===== config.mk =====
export PLATFORM = sky130hd
export DESIGN_NAME = m68k_bus_queue
export DESIGN_NICKNAME = d
export VERILOG_FILES = /design/src/rtl/m68k_bus_queue.sv
export SDC_FILE = /design/constraint.sdc
export NUM_CORES = 1
export LEC_CHECK = 0
export CAP_MARGIN = 0
export CORE_MARGIN = 3
export CORE_UTILIZATION = 39
export DETAILED_ROUTE_END_ITERATION = 16
export PLACE_DENSITY_LB_ADDON = 0.2
export SETUP_SLACK_MARGIN = 0.02
export SYNTH_ARGS = -nofsm -noshare
export SYNTH_HDL_FRONTEND = slang
export SYNTH_SLANG_ARGS = --single-unit

===== constraint.sdc =====
create_clock -name sys_clk -period 4.7 [get_ports sys_clk]
set_input_delay 0.94 -clock sys_clk [delete_from_list [all_inputs] [get_ports sys_clk]]
set_output_delay 0.94 -clock sys_clk [all_outputs]
set_load 0.01 [all_outputs]

===== src/rtl/m68k_bus_queue.sv =====
// Queued 68000 bus master: posted requests are split into 16-bit bus cycles
// timed on CLK_7M edge strobes, one response per request through a FIFO.
module m68k_bus_queue #(
  parameter int unsigned ADDR_W      = 24,
  parameter int unsigned REQ_DEPTH   = 4,
  parameter int unsigned RSP_DEPTH   = 4,
  parameter int unsigned TIMEOUT_CYC = 1024
) (
  input  logic              sys_clk,
  input  logic              sys_rst_n,
  input  logic              mc_rise,
  input  logic              mc_fall,
  input  logic              req_valid,
  output logic              req_ready,
  input  logic [ADDR_W-1:0] req_addr,
  input  logic [1:0]        req_size,
  input  logic              req_read,
  input  logic [2:0]        req_fc,
  input  logic [31:0]       req_wdata,
  output logic              rsp_valid,
  input  logic              rsp_ready,
  output logic [31:0]       rsp_rdata,
  output logic [1:0]        rsp_status,
  output logic              busy,
  input  logic              nDTACK,
  input  logic              nBERR,
  input  logic [15:0]       D_IN,
  output logic [ADDR_W-2:0] A_OUT,
  output logic [2:0]        FC_OUT,
  output logic [15:0]       D_OUT,
  output logic              a_oe,
  output logic              d_oe,
  output logic              as_n,
  output logic              uds_n,
  output logic              lds_n,
  output logic              rw
);
  localparam int unsigned QAW = $clog2(REQ_DEPTH);
  localparam int unsigned SAW = $clog2(RSP_DEPTH);
  localparam logic [QAW:0] REQ_FULL = (QAW+1)'(REQ_DEPTH);
  localparam logic [SAW:0] RSP_FULL = (SAW+1)'(RSP_DEPTH);

  typedef enum logic [2:0] {
    S_IDLE, S_ADDR, S_ASSERT, S_WDATA, S_WAIT, S_TERM, S_NEG, S_RELEASE
  } state_t;

  typedef struct packed {
    logic [ADDR_W-1:0] addr;
    logic [1:0]        size;
    logic              read;
    logic [2:0]        fc;
    logic [31:0]       wdata;
  } req_t;

  req_t        req_mem [REQ_DEPTH];
  logic [33:0] rsp_mem [RSP_DEPTH];

  logic [QAW-1:0] req_wp_q, req_wp_d, req_rp_q, req_rp_d;
  logic [QAW:0]   req_cnt_q, req_cnt_d;
  logic [SAW-1:0] rsp_wp_q, rsp_wp_d, rsp_rp_q, rsp_rp_d;
  logic [SAW:0]   rsp_cnt_q, rsp_cnt_d;
  logic           rdy_q, rdy_d;
  logic [17:0]    s1_q, s1_d, s2_q, s2_d;

  state_t            state_q, state_d;
  logic              word2_q, word2_d;
  logic [1:0]        status_q, status_d;
  logic [31:0]       rdata_q, rdata_d;
  logic [31:0]       wait_cnt_q, wait_cnt_d;
  logic [ADDR_W-2:0] a_out_q, a_out_d;
  logic [2:0]        fc_out_q, fc_out_d;
  logic [15:0]       d_out_q, d_out_d;
  logic              a_oe_q, a_oe_d, d_oe_q, d_oe_d, rw_q, rw_d;
  logic              as_n_q, as_n_d, uds_n_q, uds_n_d, lds_n_q, lds_n_d;

  logic              req_push, req_pop, rsp_push, rsp_pop, req_empty, rsp_full;
  logic              launch, launch_w2, sample, berr_s, dtack_s;
  logic              is_byte, is_long, misaligned, lane_u, lane_l;
  logic [ADDR_W-1:0] addr_lo, nxt_addr;
  logic [31:0]       cnt_inc, rd_merge;
  logic [33:0]       rsp_in;
  logic [15:0]       wr_word, d_s;
  req_t              head;

  assign head       = req_mem[req_rp_q];
  assign req_empty  = (req_cnt_q == '0);
  assign rsp_full   = (rsp_cnt_q == RSP_FULL);
  assign req_ready  = rdy_q & (req_cnt_q != REQ_FULL);
  assign req_push   = req_valid & req_ready;
  assign rsp_valid  = (rsp_cnt_q != '0);
  assign rsp_pop    = rsp_valid & rsp_ready;
  assign {rsp_rdata, rsp_status} = rsp_mem[rsp_rp_q];
  assign {berr_s, dtack_s, d_s}  = s2_q;

  assign is_byte    = ~head.size[1];
  assign is_long    = (head.size == 2'd3);
  assign misaligned = head.size[1] & head.addr[0];
  assign lane_u     = ~is_byte | ~head.addr[0];
  assign lane_l     = ~is_byte | head.addr[0];
  assign addr_lo    = head.addr + ADDR_W'(2);

  always_comb begin
    s1_d      = {nBERR, nDTACK, D_IN};
    s2_d      = s1_q;
    rdy_d     = 1'b1;
    req_wp_d  = req_push ? req_wp_q + 1'b1 : req_wp_q;
    req_rp_d  = req_pop  ? req_rp_q + 1'b1 : req_rp_q;
    req_cnt_d = req_cnt_q + (QAW+1)'(req_push) - (QAW+1)'(req_pop);
    rsp_wp_d  = rsp_push ? rsp_wp_q + 1'b1 : rsp_wp_q;
    rsp_rp_d  = rsp_pop  ? rsp_rp_q + 1'b1 : rsp_rp_q;
    rsp_cnt_d = rsp_cnt_q + (SAW+1)'(rsp_push) - (SAW+1)'(rsp_pop);
  end

  always_comb begin
    if (is_long)      wr_word = word2_q ? head.wdata[15:0] : head.wdata[31:16];
    else if (is_byte) wr_word = {head.wdata[7:0], head.wdata[7:0]};
    else              wr_word = head.wdata[15:0];
    if (is_byte)      rd_merge = {24'h0, head.addr[0] ? d_s[7:0] : d_s[15:8]};
    else if (is_long) rd_merge = word2_q ? {rdata_q[31:16], d_s} : {d_s, rdata_q[15:0]};
    else              rd_merge = {16'h0, d_s};
  end

  always_comb begin
    state_d = state_q;   word2_d = word2_q;   status_d = status_q;
    rdata_d = rdata_q;   wait_cnt_d = wait_cnt_q;
    a_out_d = a_out_q;   fc_out_d = fc_out_q; d_out_d = d_out_q;
    a_oe_d  = a_oe_q;    d_oe_d = d_oe_q;     rw_d = rw_q;
    as_n_d  = as_n_q;    uds_n_d = uds_n_q;   lds_n_d = lds_n_q;
    launch  = 1'b0;      launch_w2 = 1'b0;    sample = 1'b0;
    cnt_inc = wait_cnt_q + 32'd1;
    rsp_push = 1'b0;     req_pop = 1'b0;      rsp_in = '0;
    nxt_addr = head.addr;
    case (state_q)
      S_IDLE: if (!req_empty && !rsp_full) begin
        if (misaligned) begin
          rsp_push = 1'b1;
          rsp_in   = {32'h0, 2'd3};
          req_pop  = 1'b1;
        end else if (mc_rise) begin
          launch = 1'b1;
        end
      end
      S_ADDR: if (mc_fall) begin
        as_n_d = 1'b0;
        if (rw_q) begin
          uds_n_d = ~lane_u;
          lds_n_d = ~lane_l;
        end
        state_d = S_ASSERT;
      end
      S_ASSERT: if (mc_rise) begin
        if (!rw_q) begin
          d_out_d = wr_word;
          d_oe_d  = 1'b1;
        end
        state_d = S_WDATA;
      end
      S_WDATA: if (mc_fall) begin
        if (!rw_q) begin
          uds_n_d = ~lane_u;
          lds_n_d = ~lane_l;
        end
        sample  = 1'b1;
        cnt_inc = 32'd1;
      end
      S_WAIT: if (mc_fall) sample = 1'b1;
      S_TERM: if (mc_fall) begin
        as_n_d  = 1'b1;
        uds_n_d = 1'b1;
        lds_n_d = 1'b1;
        if (rw_q && status_q == 2'd0) rdata_d = rd_merge;
        state_d = S_NEG;
      end
      S_NEG: if (mc_rise) begin
        d_oe_d  = 1'b0;
        a_oe_d  = 1'b0;
        rw_d    = 1'b1;
        state_d = S_RELEASE;
      end
      S_RELEASE: if (mc_rise) begin
        if (is_long && !word2_q && status_q == 2'd0) begin
          launch    = 1'b1;
          launch_w2 = 1'b1;
        end else begin
          rsp_push = 1'b1;
          rsp_in   = {(status_q == 2'd0) ? rdata_q : 32'h0, status_q};
          req_pop  = 1'b1;
          state_d  = S_IDLE;
        end
      end
      default: state_d = S_IDLE;
    endcase
    // The mc_fall that enters WAIT is itself the first termination sample.
    if (sample) begin
      wait_cnt_d = cnt_inc;
      if (!berr_s) begin
        state_d = S_TERM; status_d = 2'd1;
      end else if (!dtack_s) begin
        state_d = S_TERM; status_d = 2'd0;
      end else if (TIMEOUT_CYC != 0 && cnt_inc == TIMEOUT_CYC) begin
        state_d = S_TERM; status_d = 2'd2;
      end else begin
        state_d = S_WAIT;
      end
    end
    if (launch) begin
      state_d  = S_ADDR;
      word2_d  = launch_w2;
      nxt_addr = launch_w2 ? addr_lo : head.addr;
      a_out_d  = nxt_addr[ADDR_W-1:1];
      fc_out_d = head.fc;
      rw_d     = head.read;
      a_oe_d   = 1'b1;
      status_d = 2'd0;
      if (!launch_w2) rdata_d = '0;
    end
  end

  always_ff @(posedge sys_clk) begin
    if (req_push) req_mem[req_wp_q] <= {req_addr, req_size, req_read, req_fc, req_wdata};
    if (rsp_push) rsp_mem[rsp_wp_q] <= rsp_in;
  end

  always_ff @(posedge sys_clk or negedge sys_rst_n) begin
    if (!sys_rst_n) begin
      req_wp_q <= '0; req_rp_q <= '0; req_cnt_q <= '0;
      rsp_wp_q <= '0; rsp_rp_q <= '0; rsp_cnt_q <= '0;
      rdy_q    <= 1'b0;
      s1_q     <= 18'h30000;
      s2_q     <= 18'h30000;
      state_q  <= S_IDLE;
      word2_q  <= 1'b0;  status_q <= '0; rdata_q <= '0; wait_cnt_q <= '0;
      a_out_q  <= '0;    fc_out_q <= '0; d_out_q <= '0;
      a_oe_q   <= 1'b0;  d_oe_q <= 1'b0; rw_q <= 1'b1;
      as_n_q   <= 1'b1;  uds_n_q <= 1'b1; lds_n_q <= 1'b1;
    end else begin
      req_wp_q <= req_wp_d; req_rp_q <= req_rp_d; req_cnt_q <= req_cnt_d;
      rsp_wp_q <= rsp_wp_d; rsp_rp_q <= rsp_rp_d; rsp_cnt_q <= rsp_cnt_d;
      rdy_q    <= rdy_d;
      s1_q     <= s1_d;
      s2_q     <= s2_d;
      state_q  <= state_d;
      word2_q  <= word2_d; status_q <= status_d; rdata_q <= rdata_d; wait_cnt_q <= wait_cnt_d;
      a_out_q  <= a_out_d; fc_out_q <= fc_out_d; d_out_q <= d_out_d;
      a_oe_q   <= a_oe_d;  d_oe_q <= d_oe_d;   rw_q <= rw_d;
      as_n_q   <= as_n_d;  uds_n_q <= uds_n_d; lds_n_q <= lds_n_d;
    end
  end

  assign busy   = (state_q != S_IDLE);
  assign A_OUT  = a_out_q;
  assign FC_OUT = fc_out_q;
  assign D_OUT  = d_out_q;
  assign a_oe   = a_oe_q;
  assign d_oe   = d_oe_q;
  assign rw     = rw_q;
  assign as_n   = as_n_q;
  assign uds_n  = uds_n_q;
  assign lds_n  = lds_n_q;
endmodule


==> flow_summary.yaml, run 1 <==
synth:
  synth.top_cells.by_area: "edfxtp_1, dfrtp_1, mux4_2, nand2_1, xor2_1"
  ys_types: 71
  netlist_area_um2: 22300
  ys_ff_latch: 553
  synth_top_cell_area_share: 0.518
  synth_largest_area_cell: "edfxtp_1"
  synthTopCellsByCount: "edfxtp_1, dfrtp_1, nand2_1"
  syn_inst: 1397
  async_reset_ff_frac: 0.306
  yosysWarnings: 0
  synth-edff-count: 384
  synth.most_common_cell: "edfxtp_1"
  synth_flop_cell: "edfxtp_1"
  seq_area_frac_synth: 0.708
  avgSynthCellArea_um2: 15.9
  syn_nets: 1499
worst_setup_path:
  critical_path_buf_inv_count: 2
  r2r_start: "req_rp_q[0]$_DFFE_PN0P_"
  end_kind: "output pin"
  required_ns: 3.76
  crit_path_max_fanout: 20
  critical_path_class: "register to output pin"
  setup.worst_path.end: "rsp_status[0]"
  max_stage_delay_ns: 0.85
  slowest_stage: "dfrtp_2"
  path_delay_family: "flip-flops"
  reg2reg_to: "req_cnt_q[2]$_DFF_PN0_"
  cp_cell_sequence: "buf_12 > mux4_2 > clkdlybuf4s50_1"
  cp-start-kind: "register"
  crit_path_start: "rsp_rp_q[0]$_DFFE_PN0P_"
  r2r_setup_slack_ns: 1.33
  crit_arrival_ns: 2.83
  rr_worst_depth: 12
  worstSetupPathDepth: 3
routing:
  vias: 12300
  drtIter0Drc: 706
  viasPerCell: 5.18
  wire_per_inst_um: 21.1
  ant_nets: 0
  wirelength_mm: 50.3
  top_layer_used: "met5"
  wl_met3_mm: 2.97
  met1_length_mm: 21.9
  dr_wl_met2_mm: 24.4
  drc: 0
  firstDrtPassIters: 5
layout:
  seqCellArea_um2: 15800
  fillers: 4771
  drive_above_1_share: 0.143
  syn_to_final_growth_pct: 20.1
  multiInputGateArea_um2: 6180
  layout.nets: 1682
cts:
  cts.clk_slew.worst_paths_ns: 0.06
  ctsResizeCount: 0
  hold_buffers: 0
  cts-root-buf: "clkbuf_16"
  cts_tree: "done"
  clkLatencyLatePin_ns: 0.62
  htreeDepth: 2
  clk_path_buf_depth: 3
  cts_setup_buffers: 0
  clock-sinks: 553
  cts_buffers: 57
sta:
  slew_headroom: 0.287
  layout_setup_ws_ns: 0.926
  fin_tns_setup_ns: 0
  fin_crit_sh: 0.803
  setup-violations-final: 0
  drv_slew: 0
  final.min_clock_period_ns: 3.77
  finalHoldViolations: 0
  fmax_mhz: 265
  rsz0062_at_grt: "no"
  finClkSkew_ns: 0.0403
  worst_pin_slew_ns: 1.07
power_and_ir_drop:
  leakage_nw: 9.41
  p_per_area_nw_per_um2: 557
  vdd_drop_max_mv: 0.338
placement:
  dpl_worst_slack_ns: 1.14
  dp_hpwl_mm: 31.5
  port_buffers: 170
  place_congestion: 0.836
global_routing:
  antenna_found_initial: 6
  grt_start_max_net_pins: 115
  grt_pass1_vias: 12700
  grt_pass1_wl_mm: 78.1
  grtUsageTotal: 0.169
  overflow: 0
floorplanning:
  die_x_um: 245
  row_count: 86
  fp.dieArea_um2: 60000
  initial_core_util: 0.399
  core-area_um2: 55800
  io-pin-count: 171
  die_h_um: 245
flow_run:
  maxCapViolCount: 0
min_path:
  hp-class: "register to register"
run_status:
  status: "finished, final reports clean"
where the power goes:
group          internal, mW  switching [mW]
sequential             5.93           0.412
clock                  2.53            1.84
combinational          2.04            2.15
final cells by class:
type                    instances  area share
well taps                     748      0.0350
clock buffers                  96      0.0611
flip-flops and latches        553       0.590
clock inverters                12     0.00692
repair buffers                192      0.0736
inverters                      20     0.00281
multi-input cells             756       0.231
diodes                          1   0.0000935
how the worst min path moves through the flow:
| stage | from | to | slack [ns] | cells past startpoint |
|---|---|---|---|---|
| finish | s1_q[15]$_DFF_PN0_ | s2_q[15]$_DFF_PN0_ | 0.32 | 0 |
| global route | s1_q[15]$_DFF_PN0_ | s2_q[15]$_DFF_PN0_ | 0.33 | 0 |
| CTS | s1_q[15]$_DFF_PN0_ | s2_q[15]$_DFF_PN0_ | 0.32 | 0 |
| detailed placement | s1_q[2]$_DFF_PN0_ | s2_q[2]$_DFF_PN0_ | 0.34 | 0 |
| global placement | s1_q[0]$_DFF_PN0_ | s2_q[0]$_DFF_PN0_ | 0.33 | 0 |
| floorplan | s1_q[0]$_DFF_PN0_ | s2_q[0]$_DFF_PN0_ | 0.33 | 0 |
kinds of logic after synthesis:
family	count (synthesis)	share of synthesized area
buffers and inverters	88	0.0171
and+or+nand+nor	399	0.0910
other	1	0.000168
AOI/OAI and AO/OA	160	0.0430
muxes	116	0.106
xor gates and xnor gates	64	0.0252
adders and majority gates	16	0.00966
DFF	553	0.708
per-layer routing:
layer,vias up,global-route usage
met5,-,0
met4,10,0.0401
met3,70,0.0398
met2,281,0.277
met1,6283,0.231
li1,5674,-
cells in the final DEF, fill, tap and decap left out, types with 17 or more instances in the layout:
| cell | n |
|---|---|
| clkbuf_16 | 58 |
| nand4_1 | 17 |
| nand3_1 | 34 |
| dfrtp_1 | 158 |
| xnor2_1 | 28 |
| clkbuf_1 | 34 |
| mux4_2 | 96 |
| o21ai_0 | 58 |
| nand2_1 | 144 |
| clkdlybuf4s50_1 | 169 |
| a21oi_1 | 42 |
| xor2_1 | 36 |
| nor2_1 | 62 |
| and3_1 | 17 |
| mux2i_1 | 17 |
| and2_1 | 46 |
| edfxtp_1 | 384 |
| inv_1 | 20 |
state kept, by name (all words and copies together) (netlist names), 2 cells and up:
signal / flops
req_rp_q: 2
status_q: 2
wait_cnt_q: 32
rsp_wp_q: 2
s2_q: 18
req_mem: 248
req_wp_q: 2
A_OUT: 23
rdata_q: 32
state_q: 3
req_cnt_q: 3
rsp_cnt_q: 3
D_OUT: 16
s1_q: 18
rsp_rp_q: 2
rsp_mem: 136
FC_OUT: 3
per-stage QoR:
stage                     area (um^2)   util  hold slack (ns)  total power [mW]  std cells
final                           26800  0.479            0.318              14.9       2378
after global routing            26800  0.479            0.330              15.7       2378
after CTS                       26800  0.479            0.325              15.1       2377
after detailed placement        24900  0.446            0.336              10.7       2269
after global placement          24900  0.446            0.335              10.7       2269
after floorplan                 22300      -            0.331              8.90       1397
No activity file was read; power rests on OpenSTA's default activity.
==> inputs of run 2 (changes only) <==
- clock period: 4.7 -> 3.05 ns (I/O delays scaled with it)
==> flow_summary.yaml, run 2 (synthesized netlist as in run 1, its figures left out) <==
worst_setup_path:
  crit_path_start: "rsp_rp_q[0]$_DFFE_PN0P_"
  crit_path_max_fanout: 17
  cp_cell_sequence: "buf_12 > mux4_2 > clkdlybuf4s50_1"
  cp-start-kind: "register"
  slowest_stage: "mux4_2"
  critical_path_class: "register to output pin"
  crit_arrival_ns: 2.33
  r2r_start: "req_rp_q[0]$_DFFE_PN0P_"
  end_kind: "output pin"
  required_ns: 2.44
  max_stage_delay_ns: 0.58
run_status:
  status: "finished, final reports clean"
placement:
  place_area_um2: 25300
  place_inst: 2307
  dp_hpwl_mm: 32.8
  port_buffers: 170
  place_congestion: 0.812
power_and_ir_drop:
  p_int_mw: 16.8
  pwr-share-clk: 0.307
  p_switching_mw: 6.93
  vdd_drop_max_mv: 0.523
  pwr-share-seq: 0.409
  leakage_nw: 9.76
  switching_share: 0.292
  comb_power_share: 0.285
  p_per_area_nw_per_um2: 867
floorplanning:
  die_h_um: 245
  io-pin-count: 171
  core-area_um2: 55800
  die_x_um: 245
  initial_core_util: 0.399
  row_count: 86
  fp.dieArea_um2: 60000
layout:
  final_common_cell: "edfxtp_1"
  reg_top3: "req_mem (248), rsp_mem (136)"
  seqCellArea_um2: 15800
  drive_above_1_share: 0.180
  instances_no_fill: 2420
  fillers: 4730
  layout.nets: 1721
  layout_common_cells: "edfxtp_1, clkdlybuf4s50_1, dfrtp_1"
  syn_to_final_growth_pct: 22.8
  finish.utilization: 0.490
  fin_area_um2: 27400
  multiInputGateArea_um2: 6210
  top_register: "req_mem"
  largest_register_ffs: 248
cts:
  clock-sinks: 553
  cts_tree: "done"
  htreeDepth: 2
  clkLatencyLatePin_ns: 0.61
  cts.clk_slew.worst_paths_ns: 0.06
  hold_buffers: 0
  cts_buffers: 58
  cts-root-buf: "clkbuf_16"
  clk_path_buf_depth: 3
  cts_setup_buffers: 0
sta:
  fmax_mhz: 341
  slew_headroom: 0.520
  worst_pin_slew_ns: 0.720
  drv_slew: 0
  final.min_clock_period_ns: 2.94
  finalHoldViolations: 0
  fin_crit_sh: 0.963
  finClkSkew_ns: 0.0219
  rsz0062_at_grt: "no"
  setup-violations-final: 0
routing:
  vias: 12500
  ant_nets: 0
  drc: 0
  firstDrtPassIters: 4
  drtIter0Drc: 776
  wirelength_mm: 51.4
  wire_per_inst_um: 21.3
  viasPerCell: 5.18
global_routing:
  antenna_found_initial: 6
  grt_pass1_vias: 13100
  grtUsageTotal: 0.173
  grt_pass1_wl_mm: 79.4
  grt_start_max_net_pins: 68
  overflow: 0
min_path:
  hp-class: "primary input to async pin"
flow_run:
  maxCapViolCount: 0
==> run 2: cell count changes in the layout (fill, tap and decap cells not counted), moves of 2 or more <==
cell       before  now
clkbuf_8        5   12
buf_4          14   46
nor4_2          2    4
clkinv_2        4   14
buf_12          8   14
clkbuf_1       34   13
nor4_1          7    5
clkbuf_16      58   62
diode_2         1    3
==> run 2: per-layer routing <==
layer	GRT usage	share of wire	vias up
met1	0.234	0.43	6421
met3	0.0415	0.060	73
met2	0.283	0.49	279
li1	-	-	5758
met5	0	0.00095	-
met4	0.0417	0.018	8
==> run 2: worst max-delay path, delay by kind of cell, from the launching register on <==
family	cells	cell delay, ns
buffers and inverters	2	0.73
multiplexers	1	0.58
flip-flops	1	0.41
==> run 2: path summary, 6_finish.rpt <==
| kind | to | slack (ns) | depth (start not counted) |
|---|---|---|---|
| max in group asynchronous | as_n$_DFFE_PN1P_ | 2.28 | 2 |
| hold reg to reg | s2_q[11]$_DFF_PN0_ | 0.34 | 0 |
| setup / recovery | rsp_rdata[15] | 0.11 | 3 |
| min in group sys_clk | s2_q[11]$_DFF_PN0_ | 0.34 | 0 |
| hold / removal | D_OUT[3]$_DFFE_PN0P_ | 0.04 | 1 |
| setup reg to reg | req_cnt_q[2]$_DFF_PN0_ | 0.20 | 10 |
==> run 2: stage by stage <==
| step | worst slack (ns) | TNS, ns | power (mW) | hold WS [ns] |
|---|---|---|---|---|
| final | 0.114 | 0 | 23.7 | 0.0417 |
| after global routing | 0.0307 | 0 | 25.0 | 0.0671 |
| after CTS | 0.0322 | 0 | 24.1 | 0.0432 |
| after detailed placement | 0.105 | 0 | 16.7 | 0.335 |
| after global placement | 0.181 | 0 | 16.6 | 0.332 |
| after floorplan | -0.485 | -65.93 | 13.7 | 0.314 |
==> run 2: power groups by stage <==
stage	clock network, mW	logic, mW	registers, mW
finish	7.27	6.75	9.70
global route	7.79	7.39	9.80
CTS	7.46	6.90	9.71
detailed placement	0	6.87	9.84
global placement	0	6.80	9.81
floorplan	0	3.96	9.76
==> run 2: repair_timing <==
item | in CTS | in global routing
endpoints found under the setup margin | 34 | 15
gates resized for setup | 4 | 11
pin swaps | 0 | 1
==> run 2: final cells by class <==
type / count / area share
Clock buffer: 86 / 0.0640
Tap cell: 748 / 0.0342
Timing Repair Buffer: 230 / 0.0852
Inverter: 20 / 0.00274
Antenna cell: 3 / 0.000274
Multi-Input combinational cell: 756 / 0.227
Clock inverter: 24 / 0.00988
Sequential cell: 553 / 0.577
